File: src/rtl/serial_arith_pkg.sv
// Shared definitions for the bit-serial arithmetic blocks.
// Holds the state encoding that the serial units use, so their DONE states line up.
package serial_arith_pkg;

  localparam logic [1:0] ST_IDLE  = 2'd0;
  localparam logic [1:0] ST_SHIFT = 2'd1;
  localparam logic [1:0] ST_DONE  = 2'd2;

  typedef enum logic [1:0] {
    StIdle  = ST_IDLE,
    StShift = ST_SHIFT,
    StDone  = ST_DONE
  } state_e;

endpackage

File: src/rtl/serial_subtractor_if.sv
// Start/done handshake and operand/result bus of the serial subtractor.
interface serial_subtractor_if #(
  parameter int unsigned WIDTH = 8
);

  logic             start;
  logic [WIDTH-1:0] a;
  logic [WIDTH-1:0] b;
  logic             busy;
  logic             done;
  logic [WIDTH-1:0] diff;
  logic             borrowout;
  logic             overflow;

  modport master (
    output start, a, b,
    input  busy, done, diff, borrowout, overflow
  );

  modport slave (
    input  start, a, b,
    output busy, done, diff, borrowout, overflow
  );

endinterface

File: src/rtl/full_subtractor.sv
// One-bit full-subtractor cell: d = x - y - bin, with borrow out.
module full_subtractor (
  input  logic x,
  input  logic y,
  input  logic bin,
  output logic d,
  output logic bout
);

  assign d    = x ^ y ^ bin;
  assign bout = (~x & y) | (~x & bin) | (y & bin);

endmodule

File: src/rtl/serial_subtractor.sv
// Bit-serial two's-complement subtractor: diff = a - b, one bit per clock, LSB first,
// behind a start/done handshake. A single full-subtractor cell is reused every cycle.
module serial_subtractor
  import serial_arith_pkg::*;
#(
  parameter int unsigned WIDTH = 8
) (
  input  logic               clk,
  input  logic               reset,
  serial_subtractor_if.slave bus
);

  localparam int unsigned     CntW    = (WIDTH > 1) ? $clog2(WIDTH) : 1;
  localparam logic [CntW-1:0] LastCnt = CntW'(WIDTH - 1);

  state_e           state_q, state_d;
  logic [WIDTH-1:0] a_sr_q, a_sr_d;
  logic [WIDTH-1:0] b_sr_q, b_sr_d;
  logic [WIDTH-1:0] res_q, res_d;
  logic [WIDTH-1:0] diff_q, diff_d;
  logic [CntW-1:0]  cnt_q, cnt_d;
  logic             borrow_q, borrow_d;
  logic             bout_q, bout_d;
  logic             ovf_q, ovf_d;
  logic             cell_d, cell_bout;

  full_subtractor u_cell (
    .x    (a_sr_q[0]),
    .y    (b_sr_q[0]),
    .bin  (borrow_q),
    .d    (cell_d),
    .bout (cell_bout)
  );

  always_comb begin
    state_d  = state_q;
    a_sr_d   = a_sr_q;
    b_sr_d   = b_sr_q;
    res_d    = res_q;
    diff_d   = diff_q;
    cnt_d    = cnt_q;
    borrow_d = borrow_q;
    bout_d   = bout_q;
    ovf_d    = ovf_q;
    case (state_q)
      StIdle, StDone: begin
        state_d = StIdle;
        if (bus.start) begin
          a_sr_d   = bus.a;
          b_sr_d   = bus.b;
          borrow_d = 1'b0;
          cnt_d    = '0;
          state_d  = StShift;
        end
      end
      StShift: begin
        res_d    = {cell_d, res_q[WIDTH-1:1]};
        a_sr_d   = a_sr_q >> 1;
        b_sr_d   = b_sr_q >> 1;
        borrow_d = cell_bout;
        if (cnt_q == LastCnt) begin
          // On the last bit the cell inputs are the operand MSBs.
          diff_d  = {cell_d, res_q[WIDTH-1:1]};
          bout_d  = cell_bout;
          ovf_d   = (a_sr_q[0] != b_sr_q[0]) && (cell_d != a_sr_q[0]);
          state_d = StDone;
        end else begin
          cnt_d = cnt_q + 1'b1;
        end
      end
      default: state_d = StIdle;
    endcase
  end

  always_ff @(posedge clk) begin
    if (reset) begin
      state_q  <= StIdle;
      a_sr_q   <= '0;
      b_sr_q   <= '0;
      res_q    <= '0;
      diff_q   <= '0;
      cnt_q    <= '0;
      borrow_q <= 1'b0;
      bout_q   <= 1'b0;
      ovf_q    <= 1'b0;
    end else begin
      state_q  <= state_d;
      a_sr_q   <= a_sr_d;
      b_sr_q   <= b_sr_d;
      res_q    <= res_d;
      diff_q   <= diff_d;
      cnt_q    <= cnt_d;
      borrow_q <= borrow_d;
      bout_q   <= bout_d;
      ovf_q    <= ovf_d;
    end
  end

  assign bus.busy      = (state_q == StShift);
  assign bus.done      = (state_q == StDone);
  assign bus.diff      = diff_q;
  assign bus.borrowout = bout_q;
  assign bus.overflow  = ovf_q;

endmodule

File: src/flat_wrapper.sv
// flat-port wrapper written by rule: the top's interface ports become plain ports
module serial_subtractor_flat import serial_arith_pkg::*;
#(
  parameter int unsigned WIDTH = 8
)
  (clk, reset, bus_start, bus_a, bus_b, bus_busy, bus_done, bus_diff, bus_borrowout, bus_overflow);
  serial_subtractor_if #(.WIDTH(WIDTH)) bus_i ();
  input  logic clk;
  input  logic reset;
  input wire logic [$bits(bus_i.start)-1:0] bus_start;
  input wire logic [$bits(bus_i.a)-1:0] bus_a;
  input wire logic [$bits(bus_i.b)-1:0] bus_b;
  output wire logic [$bits(bus_i.busy)-1:0] bus_busy;
  output wire logic [$bits(bus_i.done)-1:0] bus_done;
  output wire logic [$bits(bus_i.diff)-1:0] bus_diff;
  output wire logic [$bits(bus_i.borrowout)-1:0] bus_borrowout;
  output wire logic [$bits(bus_i.overflow)-1:0] bus_overflow;
  assign bus_i.start = bus_start;
  assign bus_i.a = bus_a;
  assign bus_i.b = bus_b;
  assign bus_busy = bus_i.busy;
  assign bus_done = bus_i.done;
  assign bus_diff = bus_i.diff;
  assign bus_borrowout = bus_i.borrowout;
  assign bus_overflow = bus_i.overflow;
  serial_subtractor #(.WIDTH(WIDTH)) u_core (.clk(clk), .reset(reset), .bus(bus_i));
endmodule
File: config.mk
export PLATFORM = sky130hd
export DESIGN_NAME = serial_subtractor_flat
export DESIGN_NICKNAME = d
export VERILOG_FILES = /design/src/rtl/serial_arith_pkg.sv /design/src/rtl/serial_subtractor_if.sv /design/src/rtl/full_subtractor.sv /design/src/rtl/serial_subtractor.sv /design/src/flat_wrapper.sv
export SDC_FILE = /design/constraint.sdc
export NUM_CORES = 1
export LEC_CHECK = 0
export BUFFER_PORTS_ARGS = -buffer_cell sky130_fd_sc_hd__buf_2
export CAP_MARGIN = 20
export CELL_PAD_IN_SITES_DETAIL_PLACEMENT = 1
export CELL_PAD_IN_SITES_GLOBAL_PLACEMENT = 1
export CORE_UTILIZATION = 42
export DETAILED_ROUTE_END_ITERATION = 8
export HOLD_SLACK_MARGIN = 0.05
export PLACE_DENSITY_LB_ADDON = 0.1
export SYNTH_ARGS = -nofsm -noshare
export SYNTH_HDL_FRONTEND = slang
export SYNTH_SLANG_ARGS = --single-unit
File: constraint.sdc
create_clock -name clk -period 2.7 [get_ports clk]
set_input_delay 0.135 -clock clk [delete_from_list [all_inputs] [get_ports clk]]
set_output_delay 0.135 -clock clk [all_outputs]
set_load 0.1 [all_outputs]
==> results by group <==
Status
  • Status: complete, no violations

Critical path
  • CP Data Arrival Time: 1.96 ns
  • Worst EP required: 2.92 ns
  • CP max FO: 11
  • CP startpoint kind: register
  • Setup CP Type: register to register
  • Crit end category: register

Logic synthesis
  • Syn_area_per_cell: 8.30 um2
  • Post-synthesis cell area: 1600 um2
  • Main synth FF type: dfxtp_1
  • Post-synthesis net count: 216
  • Xor/xnor share of the synthesized area: 0.547%
  • Netlist cell types: 27
  • Number of synthesized flops with an enable pin: 0
  • Adder-Cell Fraction of Synth Area: 3.59%
  • Cell taking the most area after synthesis: dfxtp_1
  • Cells after Synth: 193
  • Mux cell area share after synthesis: 0%
  • Largest family of logic cells by synthesized area: simple AND/OR/NAND/NOR gates
  • Number of synthesized register bits: 39
  • Top cell type's share of synthesized area: 48.8%
  • Asr flop ratio synth: 0%
  • Top post-synthesis cells by area: dfxtp_1 (49%), nand2_1 (15%), a311oi_1 (7.7%)
  • Post-synthesis compound-gate area fraction: 15.5%
  • Synth Area in Simple Gates: 25.3%
  • Register area share after synthesis: 48.7%
  • Synth warn: 0

Global routing
  • Largest net degree at the start of global routing: 40
  • Initial antenna violation count: 0
  • Total GRT Usage: 20.4%
  • First-pass GRT wire length: 6290 um
  • Overflow after GRT: 0
  • Vias in the first global route: 1428

Detailed routing
  • Vias/cell: 5.15
  • Initial DRC count: 48
  • Routed WL per cell: 13.2 um
  • Detail Route Antenna Nets: 0
  • Routed wire length: 3530 um
  • DRT Pass-1 Iters: 4
  • Via count: 1374
  • DRC: 0

Clocking
  • Clk slew on worst S/H paths: 0.07 ns
  • TritonCTS clock tree: done
  • Setup bufs post-CTS: 0
  • H-tree depth: 2
  • Hold_buf cts: 0
  • Clk_lat worst skew: 0.29 ns
  • Clock tree buffer depth: 2
  • Post-CTS sizing: 0
  • Clock Sinks: 39
  • Cell chosen for the clock root: clkbuf_8
  • CTS buffer count: 5

Power and ir drop
  • Total power: 1.19 mW
  • Internal Power: 0.883 mW
  • Worst IR Drop VDD: 0.000304 V
  • Pwr Density: 645 nW/um2
  • Sequential share of power: 52.4%
  • Gate power share: 11.1%
  • Sw Pwr: 0.303 mW
  • Clk pwr share: 36.4%
  • Sw frac: 25.5%
  • P_leak: 0.737 nW

Layout
  • Diode count: 0
  • Area grow syn2layout: 14.7%
  • Final net count: 241
  • Layout cell share with drive strength beyond 1: 20.5%
  • Layout fillers: 464

Floorplanning
  • Die height: 63.8 um
  • Die Wd: 63.8 um
  • Die footprint: 4060 um2
  • Standard-cell rows: 22
  • Initial core utilization: 43.7%
  • Core area: 3660 um2
  • IO Count: 31

STA
  • Fmax: 0.577 GHz
  • Final setup margin: 0.966 ns
  • # setup viols final: 0
  • Worst-Margin Slew: 0.682 ns
  • Setup_tns: 0 ns
  • Slew Limit Headroom: 54.5%
  • Unrepaired setup endpoints after global routing: no
  • Worst Skew: 0.00596 ns
  • Max Slew Vio Count: 0
  • Final period utilization: 64.2%
  • Final critical-path required period: 1.73 ns
  • Final Hold Fails: 0

Placed design
  • Final Wtd Congestion: 0.716
  • DP Worst Slack: 0.958 ns
  • I/O Buffers: 30
  • Hpwl dp: 2430 um

Min path
  • Min-Delay Path Class: input port to register

Run
  • Max cap viols: 0
## synthesized netlist by cell type (2+ instances only)
library cell and instances:
nand2_1 62, buf_2 3, a311oi_1 14, nand3_1 6, nor2_1 17, ha_1 3, a211oi_1 2, a21oi_1 22
buf_4 4, clkbuf_1 3, buf_6 3, dfxtp_1 39
## layer usage
metal	share of wire [%]	vias to the layer above	track usage [%]
li1	-	699	-
met1	41	644	21.4
met2	53	26	37.1
met3	4.1	5	6.61
met4	1.6	0	8.52
met5	0	-	0
## path summary, 6_finish.rpt
check,start,end,slack [ns],depth (start not counted)
max,u_core.cnt_q[0],u_core.bus.overflow,0.97,5
min,bus_b[7],u_core.b_sr_q[7],0.08,3
max reg2reg,u_core.cnt_q[0],u_core.bus.overflow,0.97,5
min reg2reg,u_core.bus.diff[6],u_core.bus.diff[6],0.46,2
## power by group through the flow
stage / Sequential (mW) / Combinational [mW] / Clock (mW)
after floorplan: 0.630 / 0.107 / 0
after global placement: 0.633 / 0.127 / 0
after detailed placement: 0.635 / 0.133 / 0
after CTS: 0.622 / 0.135 / 0.448
after global routing: 0.625 / 0.149 / 0.477
final: 0.622 / 0.132 / 0.432
## placed cells by master (no fill, tap or decap), types with 2 or more instances in the layout
cell type / netlist / routed
nand3_1: 6 / 6
a311oi_1: 14 / 14
nand2_1: 62 / 62
buf_2: 3 / 30
clkbuf_8: 0 / 7
dfxtp_1: 39 / 39
buf_4: 4 / 2
a21oi_1: 22 / 22
ha_1: 3 / 3
nor2_1: 17 / 17
a211oi_1: 2 / 2
## per-stage QoR
stage               utilization (%)  std cells  cell area (um2)  hold slack [ns]
floorplan                         -        193             1600            0.271
global placement               47.3        259             1730            0.380
detailed placement             47.3        259             1730            0.394
CTS                            50.2        267             1840           0.0738
global route                   50.2        267             1840           0.0933
finish                         50.2        267             1840           0.0780
## critical path: stages, from the launching register on
cell      delay [ns]
dfxtp_1         0.37
ha_1            0.18
ha_1            0.20
nand3b_1        0.32
or3_1           0.45
a21oi_1         0.14
## flip-flops by register name (all words and copies together), names as in the netlist
register              count
u_core.res_q              7
u_core.state_q            2
u_core.a_sr_q             8
u_core.bus.overflow       1
u_core.bus.diff           8
u_core.borrow_q           1
u_core.bus.borrowout      1
u_core.cnt_q              3
u_core.b_sr_q             8
## logic make-up after synthesis
| family | after synthesis |
|---|---|
| buf+inv | 16 |
| compound gates | 38 |
| simple gates | 95 |
| fa+ha+maj | 4 |
| flops | 39 |
| xor+xnor | 1 |
## cell type report
| type | count | area (um2) | area share [%] |
|---|---|---|---|
| flip-flops and latches | 39 | 781 | 42.5 |
| multi-input cells | 138 | 719 | 39.2 |
| repair buffers | 32 | 165 | 8.99 |
| clock buffers | 7 | 96.3 | 5.25 |
| well taps | 48 | 60.1 | 3.27 |
| clock inverters | 1 | 7.51 | 0.409 |
| inverters | 2 | 7.51 | 0.409 |
Note: power is estimated with default switching activity, not from simulation.
